[src/rtl/lane_pipe_scheduler.sv]
// Round-robin scheduler that shares one fixed-latency 2-bit lane among N_REQ requesters.
// It tags each accepted item with its owner and returns the lane result to that owner.
module lane_pipe_scheduler #(
  parameter int N_REQ = 6,
  parameter int DEPTH = 4
) (
  input  logic               clk,
  input  logic               rst_n,
  input  logic               en,
  input  logic [N_REQ-1:0]   req_valid,
  input  logic [2*N_REQ-1:0] req_data,
  output logic [N_REQ-1:0]   req_ready,
  output logic               pipe_v,
  output logic [1:0]         pipe_i,
  input  logic [1:0]         pipe_o,
  output logic [N_REQ-1:0]   rsp_valid,
  output logic [1:0]         rsp_data,
  output logic [3:0]         inflight,
  output logic               busy
);

  localparam int IDX_W = (N_REQ > 1) ? $clog2(N_REQ) : 1;
  localparam logic [IDX_W-1:0] LAST_IDX = IDX_W'(N_REQ - 1);

  // Handshake: requester i transfers in any cycle where req_valid[i] && req_ready[i];
  // req_ready is combinational, one-hot, and never high for a requester still pending.

  logic [N_REQ-1:0]            pending_q, pending_d;
  logic [IDX_W-1:0]            ptr_q, ptr_d;
  logic [DEPTH:0]              tag_v_q, tag_v_d;
  logic [DEPTH:0][IDX_W-1:0]   tag_idx_q, tag_idx_d;
  logic [1:0]                  pipe_i_q, pipe_i_d;
  logic [N_REQ-1:0]            rsp_valid_q, rsp_valid_d;
  logic [1:0]                  rsp_data_q, rsp_data_d;
  logic [3:0]                  inflight_q, inflight_d;

  logic [N_REQ-1:0]            eligible;
  logic [N_REQ-1:0]            grant;
  logic [IDX_W-1:0]            gidx;
  logic [IDX_W-1:0]            cand_idx;
  logic                        xfer;

  // Round-robin search starts one past the last granted index and wraps.
  always_comb begin
    eligible = req_valid & ~pending_q & {N_REQ{en & rst_n}};
    grant    = '0;
    gidx     = ptr_q;
    cand_idx = '0;
    xfer     = 1'b0;
    for (int off = 1; off <= N_REQ; off++) begin
      cand_idx = IDX_W'((int'(ptr_q) + off) % N_REQ);
      if (!xfer && eligible[cand_idx]) begin
        xfer  = 1'b1;
        gidx  = cand_idx;
        grant = N_REQ'(1) << cand_idx;
      end
    end
  end

  always_comb begin
    pipe_i_d = pipe_i_q;
    for (int i = 0; i < N_REQ; i++) begin
      if (grant[i]) pipe_i_d = req_data[2*i +: 2];
    end

    // Stage 0 sits alongside pipe_v; stage DEPTH lines up with pipe_o.
    tag_v_d      = '0;
    tag_idx_d    = '0;
    tag_v_d[0]   = xfer;
    tag_idx_d[0] = gidx;
    for (int s = 1; s <= DEPTH; s++) begin
      tag_v_d[s]   = tag_v_q[s-1];
      tag_idx_d[s] = tag_idx_q[s-1];
    end

    rsp_valid_d = '0;
    for (int i = 0; i < N_REQ; i++) begin
      rsp_valid_d[i] = tag_v_q[DEPTH] && (tag_idx_q[DEPTH] == IDX_W'(i));
    end
    rsp_data_d = tag_v_q[DEPTH] ? pipe_o : rsp_data_q;

    // Clearing on the edge that raises rsp_valid lets the owner re-request in that same cycle.
    pending_d = (pending_q | grant) & ~rsp_valid_d;
    ptr_d     = xfer ? gidx : ptr_q;

    // An item stops counting once its response cycle has been presented.
    inflight_d = inflight_q + {3'b000, xfer} - {3'b000, |rsp_valid_q};
  end

  always_ff @(posedge clk or negedge rst_n) begin
    if (!rst_n) begin
      pending_q   <= '0;
      ptr_q       <= LAST_IDX;
      tag_v_q     <= '0;
      tag_idx_q   <= '0;
      pipe_i_q    <= '0;
      rsp_valid_q <= '0;
      rsp_data_q  <= '0;
      inflight_q  <= '0;
    end else begin
      pending_q   <= pending_d;
      ptr_q       <= ptr_d;
      tag_v_q     <= tag_v_d;
      tag_idx_q   <= tag_idx_d;
      pipe_i_q    <= pipe_i_d;
      rsp_valid_q <= rsp_valid_d;
      rsp_data_q  <= rsp_data_d;
      inflight_q  <= inflight_d;
    end
  end

  assign req_ready = grant;
  assign pipe_v    = tag_v_q[0];
  assign pipe_i    = pipe_i_q;
  assign rsp_valid = rsp_valid_q;
  assign rsp_data  = rsp_data_q;
  assign inflight  = inflight_q;
  assign busy      = |inflight_q;

endmodule

[config.mk]
export PLATFORM = sky130hd
export DESIGN_NAME = lane_pipe_scheduler
export DESIGN_NICKNAME = d
export VERILOG_FILES = /design/src/rtl/lane_pipe_scheduler.sv
export SDC_FILE = /design/constraint.sdc
export NUM_CORES = 1
export LEC_CHECK = 0
export BUFFER_PORTS_ARGS = -buffer_cell sky130_fd_sc_hd__buf_2
export CORE_MARGIN = 3
export CORE_UTILIZATION = 35
export DETAILED_ROUTE_END_ITERATION = 6
export PLACE_DENSITY = 0.53
export SYNTH_ARGS = -nofsm -noshare
export SYNTH_HDL_FRONTEND = slang
export SYNTH_SLANG_ARGS = --single-unit
export TNS_END_PERCENT = 20
[constraint.sdc]
create_clock -name clk -period 12.4 [get_ports clk]
set_input_delay 1.86 -clock clk [delete_from_list [all_inputs] [get_ports clk]]
set_output_delay 1.86 -clock clk [all_outputs]
set_load 0.01 [all_outputs]
==> flow_summary.ini, run 1 <==
[global_routing]
antenna_found_initial = 0
grt_busiest_layer = met2
met1_usage = 0.269
grt_use_met2 = 0.324
grtUsageMet3 = 0.0403
overflow = 0
track_usage = 0.200
grt_pass1_wl_um = 15900
grt_pass1_vias = 2865
grt_max_degree = 48

[sta]
fmax_mhz = 140
slew_headroom = 0.212
worst_slew_pin_slew_ns = 1.17
finalHoldViolCount = 0
slew_viol_final = 0
setup_violations = 0
fin_crit_ns = 7.12
whs_ns = 0.352
finalCritPeriodShare = 0.574
skew_ns = 0.00885
fin_setup_tns_ns = 0
rsz0062_at_grt = no

[cells_and_area]
final_layout_size_suffix_gt1_frac = 0.179
final_common_cell = buf_2
layout_common_cells = buf_2 (44), dfrtp_1 (41), nor2_1 (36)
area_delta_synth_final_pct = 11.7
fillCellCount = 882
fin_util = 0.409
layout.nets = 441
antenna_cells = 0

[place]
gp_congestion = 0.908
dp_hpwl_um = 7980
portBuffers = 44

[outcome]
status = complete, no violations

[die]
die-area_um2 = 10500
start_util = 0.366
ios = 45
die_h_um = 102
num_rows = 34
die_w_um = 102
core_area_um2 = 8890

[setup_path]
cp-start-kind = input port
critPathArrivalTime_ns = 5.26
cp-end-kind = output port
worstSetupPathType = in -> out
crit_required_ns = 10.54
path_max_fanout = 47
startpoint = rst_n
reg2reg_from = ptr_q[0]

[detailed_routing]
drt_iter0_drc = 257
vias_per_cell = 6.13
num_vias = 3132
routedWlPerCell_um = 20.2
drt_wl_total_um = 10300
postRouteAntennaNets = 0
drc = 0
first_pass_iters = 7

[clocking]
cts_root_buf = clkbuf_8
cts_setup_buffers = 0
clk_pin_slew_ns = 0.08
worstSkewPairLatency_ns = 0.30
cts_tree = yes
cts_sinks = 43
cts-resized-gates = 0
cts_buffers = 5
hold_buffers = 0
htreeDepth = 2
clock_tree.buffer_depth = 2

[yosys]
syn_area_per_cell_um2 = 8.94
synth.distinct_cells = 74
synthArstFlopShare = 1.00
ys_seq_area_frac = 0.331
synth_edf_count = 0
synth_ff_type = dfrtp_1
ys_warn_count = 0
synth-seq-cells = 43
syn-instance-count = 364
mappedNetlistArea_um2 = 3260
syn_nets = 403

[pwr]
p_int_w = 0.000567
clock_power_share = 0.076
switching_share = 0.529
combPwrFrac = 0.691
p_sw_w = 0.000636
ir_worst_vdd_mv = 0.0925
total_power_w = 0.00120
power.density_cell_area_nw_per_um2 = 331
leakage_nw = 1.66
seqPwrFrac = 0.234

[min_path]
hp-class = reg -> reg
worstHoldStart = tag_idx_d[7]

[flow_run]
max-cap-violations = 0
==> logic make-up (layout without fill, tap and decap cells) <==
group,Yosys count,after routing,share of synthesized area
AND/OR/NAND/NOR,136,136,0.233
AO/OA/AOI/OAI,121,121,0.279
buffers and inverters,35,74,0.0469
multiplexers,5,5,0.0200
flip-flops,43,43,0.331
adder cells (fa/ha/maj),16,16,0.0638
XOR/XNOR,8,8,0.0261
==> cell usage after synthesis (3+ instances only) <==
library cell	number	area share
a211oi_1	3	0.0069
a2bb2oi_1	5	0.013
nand2b_1	5	0.0096
a41o_1	3	0.0092
nand4b_1	3	0.0081
o22ai_1	3	0.0058
a21o_1	10	0.023
nor3b_1	6	0.014
o2111ai_1	3	0.0081
nor2_1	36	0.042
o31ai_1	5	0.012
and3b_1	4	0.011
xnor2_1	4	0.011
dfrtp_1	41	0.32
a31oi_1	8	0.015
o21ai_0	14	0.022
clkbuf_1	5	0.0058
nand4_1	8	0.015
nand3b_1	5	0.012
and2_1	9	0.017
nor3_1	5	0.0077
a21oi_1	24	0.037
and3_1	3	0.0058
o21a_1	3	0.0069
o211ai_1	5	0.012
or3b_1	3	0.0081
inv_1	19	0.022
nor4_1	3	0.0058
a32oi_1	3	0.0081
nand3_1	10	0.015
buf_2	5	0.0077
ha_1	15	0.058
a211o_1	4	0.011
nor2b_1	6	0.012
nand2_1	21	0.024
==> through the flow <==
step | worst slack, ns | std cells | area (um2)
floorplan | 6.64 | 364 | 3260
global placement | 5.34 | 503 | 3540
detailed placement | 5.30 | 503 | 3540
CTS | 5.29 | 511 | 3640
global route | 4.98 | 511 | 3640
finish | 5.28 | 511 | 3640
==> worst paths after layout <==
| path | end | slack, ns | depth (start not counted) |
|---|---|---|---|
| setup / recovery | req_ready[0] | 5.28 | 10 |
| hold / removal | tag_idx_d[10] | 0.35 | 0 |
| setup reg to reg | inflight[3] | 6.57 | 17 |
| hold reg to reg | tag_idx_d[10] | 0.35 | 0 |
| max in group asynchronous | tag_idx_d[7] | 10.08 | 1 |
| min in group asynchronous | rsp_data[1] | 1.72 | 1 |
==> power groups by stage <==
stage	logic (W)	registers, W	clock network, W
3_3_place_gp	0.000834	0.000282	0
4_1_cts	0.000824	0.000283	0.0000930
5_1_grt	0.000920	0.000291	0.0000989
6_report	0.000831	0.000281	0.0000912
3_5_place_dp	0.000819	0.000284	0
2_1_floorplan	0.000607	0.000259	0
==> registers in the layout, indices dropped and copies added (netlist names) <==
signal,count
tag_idx_d,12
pending_q,6
rsp_valid,6
tag_v_q,5
inflight,4
ptr_q,3
tag_idx_q,3
pipe_i,2
rsp_data,2
==> area by class of cell <==
cell class	instances	area, um2	area share
Inverter	21	78.8	0.0217
Multi-Input combinational cell	286	2020	0.557
Clock inverter	3	23.8	0.00654
Tap cell	108	135	0.0372
Sequential cell	43	1080	0.297
Timing Repair Buffer	45	228	0.0626
Clock buffer	5	68.8	0.0189
==> worst max-delay path: stages <==
cell and delay (ns):
buf_2 0.74, nand2_1 0.42, nor4_1 0.55, a2bb2oi_1 0.39, nand3_1 0.24, nor2_1 0.34
a32oi_1 0.10, a2bb2oi_1 0.20, o21ai_0 0.24, buf_2 0.18
==> per-layer routing <==
metal	share of wire	wire [um]
met1	0.44	4570
met2	0.48	4920
met3	0.057	591
met4	0.024	244
met5	0	0
Note: power is estimated with default switching activity, not from simulation.
==> inputs of run 2 (changes only) <==
==> constraint.sdc (replaced) <==
create_clock -name clk -period 7.1 [get_ports clk]
set_input_delay 1.065 -clock clk [delete_from_list [all_inputs] [get_ports clk]]
set_output_delay 1.065 -clock clk [all_outputs]
set_load 0.01 [all_outputs]
==> run 2 against run 1 <==
Power grew 71%. Combinational power grew 70%. Register-to-register slack lost 5.1 ns. Final area stayed put. Setup slack got worse by 4.2 ns. Clock power up 75%. Clock skew about the same. Sequential power up 73%. Core utilization unchanged. Final cell count did not move. First-iteration DRC count grew 60%. Largest cell class unchanged.
==> flow_summary.ini, run 2 (same netlist as run 1, synthesis figures left out) <==
[setup_path]
cp-start-kind = register
worstSetupPathType = reg -> out
cp-end-kind = output port
startpoint = ptr_q[0]
reg2reg_to = inflight[3]
path_max_fanout = 37
rrSetupSlack_ns = 1.52
r2r_cells = 17
reg2reg_from = ptr_q[0]
crit_required_ns = 6.03
critPathArrivalTime_ns = 4.98
crit_end = req_ready[2]

[die]
ios = 45
die-area_um2 = 10500
die_h_um = 102
die_w_um = 102
core_area_um2 = 8890
num_rows = 34
start_util = 0.366

[pwr]
power.density_cell_area_nw_per_um2 = 565
leakage_nw = 1.66
ir_worst_vdd_mv = 0.235

[detailed_routing]
postRouteAntennaNets = 0
drc = 0
first_pass_iters = 5
routedWlPerCell_um = 18.5
vias_per_cell = 5.99
drt_wl_total_um = 9450
num_vias = 3059
drt_iter0_drc = 411

[sta]
slew_viol_final = 0
finalHoldViolCount = 0
slew_headroom = 0.377
skew_ns = 0.00888
fin_ws_ns = 1.05
worst_slew_pin_slew_ns = 0.926
fin_crit_ns = 6.05
setup_violations = 0
fin_setup_tns_ns = 0
rsz0062_at_grt = no
finalCritPeriodShare = 0.852
fmax_mhz = 165

[clocking]
htreeDepth = 2
cts_buffers = 5
cts_root_buf = clkbuf_8
hold_buffers = 0
cts-resized-gates = 0
clock_tree.buffer_depth = 2
cts_sinks = 43
cts_tree = yes
cts_setup_buffers = 0
worstSkewPairLatency_ns = 0.29
clk_pin_slew_ns = 0.08

[global_routing]
grt_pass1_vias = 2909
grt_pass1_wl_um = 15100
antenna_found_initial = 0
grt_max_degree = 43
overflow = 0
track_usage = 0.182

[place]
portBuffers = 44
place_ws_ns = 1.43
gp_congestion = 0.998
dp_hpwl_um = 7240

[cells_and_area]
largest_register_ffs = 12
fillCellCount = 883
final_layout_size_suffix_gt1_frac = 0.179
antenna_cells = 0
area_delta_synth_final_pct = 11.7
final_common_cell = buf_2
layout_common_cells = buf_2 (44), dfrtp_1 (41), nor2_1 (36)
layout.nets = 441

[flow_run]
max-cap-violations = 0

[outcome]
status = complete, no violations

[min_path]
hp-class = reg -> reg
run 2: cell counts in the layout (fill, tap and decap cells not counted):
Identical to the previous run, type by type.
run 2: area by class of cell:
| type | instances | area, um2 | area share |
|---|---|---|---|
| Tap cell | 108 | 135 | 0.0372 |
| Timing Repair Buffer | 45 | 228 | 0.0626 |
| Inverter | 21 | 78.8 | 0.0217 |
| Sequential cell | 43 | 1080 | 0.297 |
| Clock buffer | 5 | 68.8 | 0.0189 |
| Clock inverter | 3 | 23.8 | 0.00654 |
| Multi-Input combinational cell | 286 | 2020 | 0.557 |
run 2: worst min-delay path by stage:
stage	startpoint	endpoint	slack [ns]	cells after the start
finish	tag_v_q[2]	tag_v_q[3]	0.35	0
global route	tag_v_q[2]	tag_v_q[3]	0.36	0
CTS	tag_idx_d[13]	tag_idx_q[13]	0.36	0
detailed placement	tag_idx_d[13]	tag_idx_q[13]	0.33	0
global placement	tag_v_q[2]	tag_v_q[3]	0.33	0
floorplan	tag_idx_d[7]	tag_idx_d[10]	0.33	0
run 2: routing by layer:
metal,vias up,routed length [um],track usage
li1,1455,-,-
met1,1445,4380,0.253
met2,137,4310,0.295
met3,22,583,0.0328
met4,0,180,0.0414
met5,-,0,0
run 2: critical path: stages, from the launching register on:
cell and delay (ns):
dfstp_2 0.95, inv_2 0.28, ha_1 0.30, xor2_2 0.30, inv_1 0.10, ha_1 0.27, nand2b_1 0.17, o211a_1 0.25
nor2_1 0.33, a221o_1 0.29, nand4_1 0.30, o22a_1 0.34, a22oi_1 0.54, buf_2 0.25
run 2: power by group:
group / leakage, nW / internal (W) / total (W) / switching (W)
Combinational: 1.09 / 0.000546 / 0.00141 / 0.000863
Sequential: 0.521 / 0.000372 / 0.000486 / 0.000114
Clock: 0.0408 / 0.0000704 / 0.000160 / 0.0000893
run 2: through the flow:
stage           util  total power (W)  hold slack, ns  instance area [um2]  std cells
3_3_place_gp   0.399          0.00187           0.332                 3540        503
2_1_floorplan      -          0.00151           0.331                 3260        364
5_1_grt        0.409          0.00224           0.365                 3640        511
4_1_cts        0.409          0.00204           0.356                 3640        511
6_report       0.409          0.00206           0.352                 3640        511
3_5_place_dp   0.399          0.00187           0.335                 3540        503
==> inputs of run 3 (changes only) <==
--- a/config.mk
+++ b/config.mk
@@ -7,9 +7,9 @@
 export LEC_CHECK = 0
 export BUFFER_PORTS_ARGS = -buffer_cell sky130_fd_sc_hd__buf_2
 export CORE_MARGIN = 3
-export CORE_UTILIZATION = 35
+export CORE_UTILIZATION = 58
 export DETAILED_ROUTE_END_ITERATION = 6
-export PLACE_DENSITY = 0.53
+export PLACE_DENSITY = 0.8
 export SYNTH_ARGS = -nofsm -noshare
 export SYNTH_HDL_FRONTEND = slang
 export SYNTH_SLANG_ARGS = --single-unit
==> run 3 against run 2 <==
Critical path depth unchanged. Hold slack improved by 0.0014 ns. Count of clock-buffer cells in the layout unchanged. Critical path type unchanged. Sequential share of layout area increased by 0.46 points. Register-to-register slack got worse by 0.13 ns. Clock power about the same.
==> flow_summary.ini, run 3 (same netlist as run 1, synthesis figures left out) <==
[outcome]
status = complete, no violations

[pwr]
switching_share = 0.522
seqPwrFrac = 0.236
p_int_w = 0.000990
leakage_nw = 1.65
clock_power_share = 0.078
power.density_cell_area_nw_per_um2 = 578
combPwrFrac = 0.686
ir_worst_vdd_mv = 0.319
p_sw_w = 0.00108
total_power_w = 0.00207

[clocking]
cts_buffers = 5
cts_tree = yes
cts_setup_buffers = 0
worstSkewPairLatency_ns = 0.29
cts-resized-gates = 0
cts_root_buf = clkbuf_8
cts_sinks = 43
hold_buffers = 0
clock_tree.buffer_depth = 2
clk_pin_slew_ns = 0.09
htreeDepth = 2

[cells_and_area]
layout_common_cells = buf_2 (44), dfrtp_1 (41), nor2_1 (36)
final_layout_size_suffix_gt1_frac = 0.177
antenna_cells = 0
regArea_um2 = 1080
multi_input_area_um2 = 2020
area_delta_synth_final_pct = 10.0
fillCellCount = 445
final_common_cell = buf_2
layout.nets = 440
largest_register_ffs = 12

[place]
portBuffers = 44
dp_hpwl_um = 7020
gp_congestion = 0.963
place_ws_ns = 1.53

[setup_path]
slowest_stage = dfstp_2
cp-end-kind = output port
path_max_fanout = 37
cp-start-kind = register
critPathArrivalTime_ns = 4.89
cp_num_buf_inv = 3
crit_required_ns = 6.03
crit_chain = inv_2 -> ha_1 -> xor2_2 -> inv_1 -> ha_1 -> nand2b_1 -> o211a_1 -> nor2_1 -> a221o_1 -> nand4_1 -> o22a_1 -> a22oi_1 -> buf_2
worstSetupPathType = reg -> out
r2r_cells = 17
critical-path-top-delay-family = compound AO/OA/AOI/OAI gates
slowest_delay_ns = 0.96
cp.depth = 13
timing.critical_path.mode_cell = ha_1

[global_routing]
grt_use_met2 = 0.445
grt_pass1_wl_um = 14700
grt_max_degree = 48
grt_pass1_vias = 2935
met1_usage = 0.399
antenna_found_initial = 0
grt_busiest_layer = met2
overflow = 0
grtUsageMet3 = 0.0687
track_usage = 0.290

[sta]
rsz0062_at_grt = no
whs_ns = 0.354
fin_ws_ns = 1.14
finalCritPeriodShare = 0.839
skew_ns = 0.00753
fin_setup_tns_ns = 0
worst_slew_pin_slew_ns = 1.12
fin_crit_ns = 5.96
setup_violations = 0
fmax_mhz = 168
slew_headroom = 0.248
finalHoldViolCount = 0
slew_viol_final = 0

[detailed_routing]
postRouteAntennaNets = 0
drt_iter0_drc = 337
drt_wl_total_um = 9230
vias_per_cell = 6.75
num_vias = 3184
first_pass_iters = 6
routedWlPerCell_um = 19.5
drc = 0

[die]
die_w_um = 80.9
num_rows = 26
die_h_um = 80.9
ios = 45
start_util = 0.618
core_area_um2 = 5270
die-area_um2 = 6550

[min_path]
hold_depth = 0
hp-class = reg -> reg

[flow_run]
max-cap-violations = 0
run 3: final timing paths:
kind                       slack, ns       start            to
max                             1.14    ptr_q[0]  req_ready[2]
max in group asynchronous       5.57       rst_n  rsp_valid[3]
min reg2reg                     0.35  tag_v_q[1]    tag_v_q[2]
min                             0.35  tag_v_q[1]    tag_v_q[2]
max reg2reg                     1.39    ptr_q[0]   inflight[3]
min in group asynchronous       0.93       rst_n   inflight[0]
run 3: metrics by stage:
| stage | std cells | cell area [um2] | util |
|---|---|---|---|
| 2_1_floorplan | 364 | 3260 | - |
| 3_3_place_gp | 464 | 3490 | 0.662 |
| 3_5_place_dp | 464 | 3490 | 0.662 |
| 4_1_cts | 472 | 3580 | 0.680 |
| 5_1_grt | 472 | 3580 | 0.680 |
| 6_report | 472 | 3580 | 0.680 |
run 3: area by class of cell:
| type | count | area share |
|---|---|---|
| tap | 70 | 0.0244 |
| timing repair buffer | 44 | 0.0615 |
| multi-input combinational | 286 | 0.565 |
| clock buffer | 5 | 0.0192 |
| clock inverter | 3 | 0.00664 |
| sequential | 43 | 0.301 |
| inverter | 21 | 0.0220 |
run 3: routing by layer:
metal  vias to the layer above  part of all wire
li1                       1452                 -
met4                         0             0.032
met2                       223              0.45
met3                        39              0.11
met5                         -                 0
met1                      1470              0.41
run 3: power groups by stage:
stage          registers [W]  logic [W]  clock network (W)
2_1_floorplan       0.000452    0.00106                  0
3_3_place_gp        0.000484    0.00139                  0
3_5_place_dp        0.000490    0.00139                  0
6_report            0.000488    0.00142           0.000161
4_1_cts             0.000486    0.00139           0.000164
5_1_grt             0.000505    0.00156           0.000174
